**src/rtl/gemm_tile_sequencer.sv**
```systemverilog
// rtl/gemm_tile_sequencer.sv - tiled GEMM address/strobe sequencer with traversal order select and size checking
module gemm_tile_sequencer #(
    parameter int M             = 2,
    parameter int K             = 32,
    parameter int N             = 1,
    parameter int SizeAddrWidth = 8,
    parameter int AddrWidth     = 6,
    parameter int AddrWidthC    = 9
) (
    input  logic                     clk_i,
    input  logic                     rst_i,
    input  logic                     start_i,
    input  logic                     order_i,
    input  logic [SizeAddrWidth-1:0] M_size_i,
    input  logic [SizeAddrWidth-1:0] K_size_i,
    input  logic [SizeAddrWidth-1:0] N_size_i,
    output logic [AddrWidth-1:0]     sram_a_addr_o,
    output logic [AddrWidth-1:0]     sram_b_addr_o,
    output logic [AddrWidthC-1:0]    sram_c_addr_o,
    output logic                     sram_c_we_o,
    output logic                     mac_valid_o,
    output logic                     mac_clear_o,
    output logic                     mac_last_o,
    output logic                     busy_o,
    output logic                     done_o,
    output logic                     err_o
);
    localparam int SW = SizeAddrWidth;
    localparam int PW = 2 * SW + 1;
    localparam int LM = $clog2(M);
    localparam int LK = $clog2(K);
    localparam int LN = $clog2(N);
    localparam logic [PW-1:0] LIM_A = PW'(1) << AddrWidth;
    localparam logic [PW-1:0] LIM_C = PW'(1) << AddrWidthC;

    typedef enum logic [1:0] {S_IDLE, S_RUN, S_DRAIN, S_DONE} state_t;
    state_t r_state, w_next;

    logic [SW-1:0]         r_mt_n, r_kt_n, r_nt_n, r_mt, r_kt, r_nt;
    logic                  r_order, r_drain, r_err;
    logic [AddrWidth-1:0]  r_a_row, r_b_kt;
    logic [AddrWidthC-1:0] r_c_row, r_c_pipe, r_c_addr;
    logic                  r_mac_valid, r_mac_clear, r_mac_last, r_c_we;

    logic [SW-1:0]         w_mt, w_kt, w_nt;
    logic [PW-1:0]         w_mk, w_kn, w_mn;
    logic                  w_size_err, w_issue, w_kt_last, w_mt_last, w_nt_last, w_final, w_accept;
    logic [AddrWidthC-1:0] w_c_now;

    // Tile counts and the address-space bounds are evaluated on the live size inputs at start
    assign w_mt = M_size_i >> LM;
    assign w_kt = K_size_i >> LK;
    assign w_nt = N_size_i >> LN;
    assign w_mk = PW'(w_mt) * PW'(w_kt);
    assign w_kn = PW'(w_kt) * PW'(w_nt);
    assign w_mn = PW'(w_mt) * PW'(w_nt);
    assign w_size_err = (M_size_i == '0) || (K_size_i == '0) || (N_size_i == '0) ||
                        ((M_size_i & SW'(M - 1)) != '0) || ((K_size_i & SW'(K - 1)) != '0) ||
                        ((N_size_i & SW'(N - 1)) != '0) ||
                        (w_mk > LIM_A) || (w_kn > LIM_A) || (w_mn > LIM_C);

    assign w_accept  = (r_state == S_IDLE) && start_i;
    assign w_issue   = (r_state == S_RUN);
    assign w_kt_last = (r_kt == r_kt_n - SW'(1));
    assign w_mt_last = (r_mt == r_mt_n - SW'(1));
    assign w_nt_last = (r_nt == r_nt_n - SW'(1));
    assign w_final   = w_kt_last && w_mt_last && w_nt_last;
    assign w_c_now   = r_c_row + AddrWidthC'(r_nt);

    assign sram_a_addr_o = r_a_row + AddrWidth'(r_kt);
    assign sram_b_addr_o = r_b_kt + AddrWidth'(r_nt);
    assign sram_c_addr_o = r_c_addr;
    assign sram_c_we_o   = r_c_we;
    assign mac_valid_o   = r_mac_valid;
    assign mac_clear_o   = r_mac_clear;
    assign mac_last_o    = r_mac_last;
    assign busy_o        = (r_state != S_IDLE);
    assign done_o        = (r_state == S_DONE);
    assign err_o         = r_err;

    always_comb begin
        w_next = r_state;
        case (r_state)
            S_IDLE:  if (start_i) w_next = w_size_err ? S_DONE : S_RUN;
            S_RUN:   if (w_final) w_next = S_DRAIN;
            S_DRAIN: if (r_drain) w_next = S_DONE;
            S_DONE:  w_next = S_IDLE;
            default: w_next = S_IDLE;
        endcase
    end

    always_ff @(posedge clk_i or posedge rst_i) begin
        if (rst_i) begin
            r_state <= S_IDLE;
            r_mt_n <= '0; r_kt_n <= '0; r_nt_n <= '0;
            r_mt <= '0; r_kt <= '0; r_nt <= '0;
            r_order <= 1'b0; r_drain <= 1'b0; r_err <= 1'b0;
            r_a_row <= '0; r_b_kt <= '0; r_c_row <= '0;
            r_c_pipe <= '0; r_c_addr <= '0;
            r_mac_valid <= 1'b0; r_mac_clear <= 1'b0; r_mac_last <= 1'b0; r_c_we <= 1'b0;
        end else begin
            r_state <= w_next;
            r_drain <= (r_state == S_DRAIN);
            if (w_accept) begin
                r_err   <= w_size_err;
                r_mt_n  <= w_mt;
                r_kt_n  <= w_kt;
                r_nt_n  <= w_nt;
                r_order <= order_i;
                if (!w_size_err) begin
                    r_mt <= '0; r_kt <= '0; r_nt <= '0;
                    r_a_row <= '0; r_b_kt <= '0; r_c_row <= '0;
                end
            end
            // kt innermost; counters freeze on the final pair so addresses hold afterwards
            if (w_issue && !w_final) begin
                if (!w_kt_last) begin
                    r_kt   <= r_kt + SW'(1);
                    r_b_kt <= r_b_kt + AddrWidth'(r_nt_n);
                end else begin
                    r_kt   <= '0;
                    r_b_kt <= '0;
                    if (r_order ? w_mt_last : !w_nt_last) begin
                        r_nt <= r_order ? r_nt + SW'(1) : r_nt + SW'(1);
                        if (r_order) begin
                            r_mt <= '0; r_a_row <= '0; r_c_row <= '0;
                        end
                    end else begin
                        r_mt    <= r_mt + SW'(1);
                        r_a_row <= r_a_row + AddrWidth'(r_kt_n);
                        r_c_row <= r_c_row + AddrWidthC'(r_nt_n);
                        if (!r_order) r_nt <= '0;
                    end
                end
            end
            r_mac_valid <= w_issue;
            r_mac_clear <= w_issue && (r_kt == '0);
            r_mac_last  <= w_issue && w_kt_last;
            if (w_issue && w_kt_last) r_c_pipe <= w_c_now;
            // MAC output register lands one cycle after the last beat
            r_c_we <= r_mac_valid && r_mac_last;
            if (r_mac_valid && r_mac_last) r_c_addr <= r_c_pipe;
        end
    end
endmodule

```
**config.mk**
```make
export PLATFORM = sky130hd
export DESIGN_NAME = gemm_tile_sequencer
export DESIGN_NICKNAME = d
export VERILOG_FILES = /design/src/rtl/gemm_tile_sequencer.sv
export SDC_FILE = /design/constraint.sdc
export NUM_CORES = 1
export LEC_CHECK = 0
export BUFFER_PORTS_ARGS = -buffer_cell sky130_fd_sc_hd__buf_2
export CAP_MARGIN = 10
export CORE_MARGIN = 2
export CORE_UTILIZATION = 50
export DETAILED_ROUTE_END_ITERATION = 10
export GPL_ROUTABILITY_DRIVEN = 0
export HOLD_SLACK_MARGIN = 0.03
export PLACE_DENSITY = 0.78
export SYNTH_ARGS = -nofsm -noshare
export SYNTH_HDL_FRONTEND = slang
export SYNTH_SLANG_ARGS = --single-unit
```
**constraint.sdc**
```tcl
create_clock -name clk_i -period 6.1 [get_ports clk_i]
set_clock_uncertainty 0.05 [all_clocks]
set_input_delay 0.61 -clock clk_i [delete_from_list [all_inputs] [get_ports clk_i]]
set_output_delay 0.61 -clock clk_i [all_outputs]
set_load 0.01 [all_outputs]
```
==> out/summary.txt <==
Cell Rows - 49
Worst path slowest cell - fa_1
Synth Area in Simple Gates - 18.5%
Total CTS buffers - 9
Htree depth - 3
Top post-synthesis cells by area - dfrtp_1 (25%), ha_1 (14%), fa_1 (11%)
Slew @ Worst Pin - 1.06 ns
Via count - 7151
WL per Instance - 16.0 um
Max stage delay on crit path - 0.54 ns
Hold Slack - 0.314 ns
Part of the Yosys area used for sequential elements - 25.0%
Final critical-path required period - 5.61 ns
GR Overflow Total - 0
HPWL Detailed - 15100 um
YS warnings - 0
Syn Area/Cell - 9.02 um^2
Largest family of logic cells by synthesized area - adder cells
Max Cap Violations - 0
Clock tree buffer depth - 2
Leak pwr - 4.76 nW
First-pass GRT wire length - 34700 um
Psw - 0.00203 W
P_int - 0.00250 W
Drt total wl - 20300 um
Vias per cell - 5.64
Antenna violations before repair - 0
Core ar. - 17800 um^2
XOR/XNOR Fraction of Synth Area - 6.86%
Setup TNS - 0 ns
Asr flop ratio synth - 100%
Synth area leader - dfrtp_1
Vias in the first global route - 7045
Worst setup SP type - primary input
Clock power share - 14.4%
Comb pwr share - 59.9%
Reg2reg path depth - 11
Synth Flop Type - dfrtp_1
Achievable Freq - 178 MHz
Largest net degree at the start of global routing - 49
Layout cells sized above 1 - 14.8%
Clock root buffer - clkbuf_16
Unique cell type count in the Yosys netlist - 69
Largest delay share family, worst path - adder cells
CTS tree - done
First-pass DRT Iterations - 5
Clk sinks - 90
Setup Viol. Count Final - 0
Die ar. - 19100 um^2
Ports - 56
Final #Nets - 1207
P per Cell Area - 462 nW/um^2
Ant. Diodes - 0
Count of input and output buffers - 55
CP required - 6.25 ns
Multiplexer share of the synthesized area - 3.97%
Synth Area in Compound Gates - 15.0%
Flop pwr share - 25.7%
Synth Instances - 998
Most used cell, CP - fa_1
Synthesized flop and latch total - 90
Hold Path Class - in -> async
Final Cycle Share - 91.9%
Max Slew Vio Count - 0
Starting Density - 50.5%
Post-CTS sizing - 0
DRC violations left - 0
Clk_lat worst skew - 0.36 ns
Buffers & Inverters on Critical Path - 5
Syn-to-layout area delta - 8.84%
Synth Area in Adders - 24.3%
DIE HEIGHT - 138 um
Fin cells - 1267
Setup bufs post-CTS - 0
Total global-route track usage - 22.0%
CP cell instances - buf_2 -> nand2_1 -> fa_1 -> fa_1 -> inv_1 -> fa_1 -> inv_1 -> fa_1 -> inv_1 -> ha_1 -> a21oi_1 -> o211ai_2 -> nand3_1 -> mux2_2 -> nor4_1 -> nand3_1 -> nor4_4 -> buf_12 -> o22ai_1
Die Wd - 138 um
Hold_buf cts - 0
Crit path depth - 19
Max_slew headroom - 29.3%
Peak VDD IR - 0.256 mV
Number of flops mapped to enable cells by yosys - 0
Largest fanout on the critical path - 46
Post-synth design cell area - 9010 um^2
RSZ-0062 raised after global routing - false
Antenna Nets Post-Route - 0
Starting DRT DRC Count - 491
Clock-pin slew on the worst setup and hold paths - 0.07 ns
Most common cell in the netlist - nand2_1
Sw frac - 44.8%
Final hold violations - 0
CP Class - in -> reg
R2R Setup Slk - 2.48 ns
Mapped Nets - 1172
Placed Cells - 1251
Post-synth top cells - nand2_1 (140), ha_1 (98), inv_1 (92)
CP arrival - 5.76 ns
Setup crit end kind - register
Status - finished clean
Post-synth top area share - 25.0%
-- flip-flops by register name (all words and copies together) (netlist names), 2 cells and up --
register and cells:
sram_c_addr_o 9, r_mt 8, r_nt 8, r_a_row 6
r_state 2, r_mt_n 7, r_nt_n 8, r_c_pipe 9
r_kt_n 3, r_kt 8, r_c_row 9, r_b_kt 6
-- power by group through the flow --
stage          Sequential (W)  Clock [W]  Combinational (W)
2_1_floorplan         0.00103          0            0.00221
3_5_place_dp          0.00117          0            0.00269
3_3_place_gp          0.00116          0            0.00261
4_1_cts               0.00116   0.000663            0.00271
6_report              0.00116   0.000653            0.00271
5_1_grt               0.00120   0.000685            0.00307
-- metal layers --
metal / part of all wire (%) / global-route usage (%)
met5: 0 / 0
met1: 44 / 29.4
met3: 4.7 / 3.39
met4: 2.8 / 8.22
met2: 48 / 36.5
-- layout by cell type (no fill, tap or decap), types with 3 or more instances in the layout --
| cell type | netlist | routed |
|---|---|---|
| buf_4 | 2 | 11 |
| nor2b_1 | 9 | 9 |
| nand4_1 | 4 | 4 |
| or3_1 | 3 | 3 |
| nand2_1 | 140 | 140 |
| o22ai_2 | 14 | 14 |
| bufinv_16 | 0 | 3 |
| o22ai_1 | 13 | 13 |
| a21oi_1 | 41 | 41 |
| nand2_2 | 3 | 3 |
| o21ai_0 | 37 | 37 |
| buf_2 | 3 | 55 |
| dfrtp_1 | 90 | 90 |
| a21o_1 | 24 | 24 |
| nor3_1 | 14 | 14 |
| mux2_2 | 30 | 30 |
| clkbuf_16 | 0 | 9 |
| o21bai_1 | 10 | 10 |
| nor4_1 | 8 | 8 |
| or2_2 | 9 | 9 |
| o211ai_1 | 6 | 6 |
| o21a_1 | 5 | 5 |
| nor2_1 | 31 | 31 |
| o21ai_1 | 9 | 9 |
| or4_1 | 3 | 3 |
| a211oi_1 | 6 | 6 |
| and2_1 | 56 | 56 |
| xor2_1 | 25 | 25 |
| xnor2_1 | 43 | 43 |
| and3_1 | 6 | 6 |
| a2111o_1 | 3 | 3 |
| nand2b_1 | 9 | 9 |
| nand3_1 | 24 | 24 |
| ha_1 | 98 | 98 |
| a31oi_1 | 3 | 3 |
| a21boi_0 | 3 | 3 |
| inv_1 | 92 | 91 |
| fa_1 | 48 | 48 |
-- final timing paths --
kind,startpoint,endpoint
worst max-delay path,N_size_i[1],r_nt[6]
worst min-delay path,rst_i,r_c_pipe[0]
worst max register to register,r_nt_n[1],r_a_row[5]
worst min register to register,r_c_pipe[0],r_c_pipe[0]
max in group asynchronous,rst_i,r_mt_n[0]
min in group clk_i,r_c_pipe[0],r_c_pipe[0]
-- kinds of logic (layout without fill, tap and decap cells) --
| logic type | Yosys count | in the layout |
|---|---|---|
| adder cells (fa/ha/maj) | 146 | 146 |
| XOR/XNOR | 69 | 69 |
| multiplexers | 32 | 32 |
| AND/OR/NAND/NOR | 333 | 333 |
| AO/OA/AOI/OAI | 192 | 192 |
| flip-flops | 90 | 90 |
| buffers and inverters | 136 | 176 |
-- through the flow --
stage / worst slack, ns / utilization (%) / cell area [um^2] / total power, W
finish: 0.492 / 54.9 / 9800 / 0.00453
detailed placement: 0.222 / 53.0 / 9450 / 0.00386
floorplan: 0.416 / - / 9010 / 0.00324
global placement: 0.356 / 53.0 / 9450 / 0.00377
CTS: 0.532 / 54.9 / 9800 / 0.00454
global route: 0.286 / 54.9 / 9800 / 0.00495
-- area by class of cell --
| class | count | area (um^2) |
|---|---|---|
| Tap cell | 229 | 287 |
| Multi-Input combinational cell | 772 | 6180 |
| Fill cell | 1515 | 8040 |
| Timing Repair Buffer | 67 | 378 |
| Clock inverter | 7 | 125 |
| Clock buffer | 9 | 225 |
| Inverter | 93 | 352 |
| Sequential cell | 90 | 2250 |
Power figures use the tool's default switching activity.
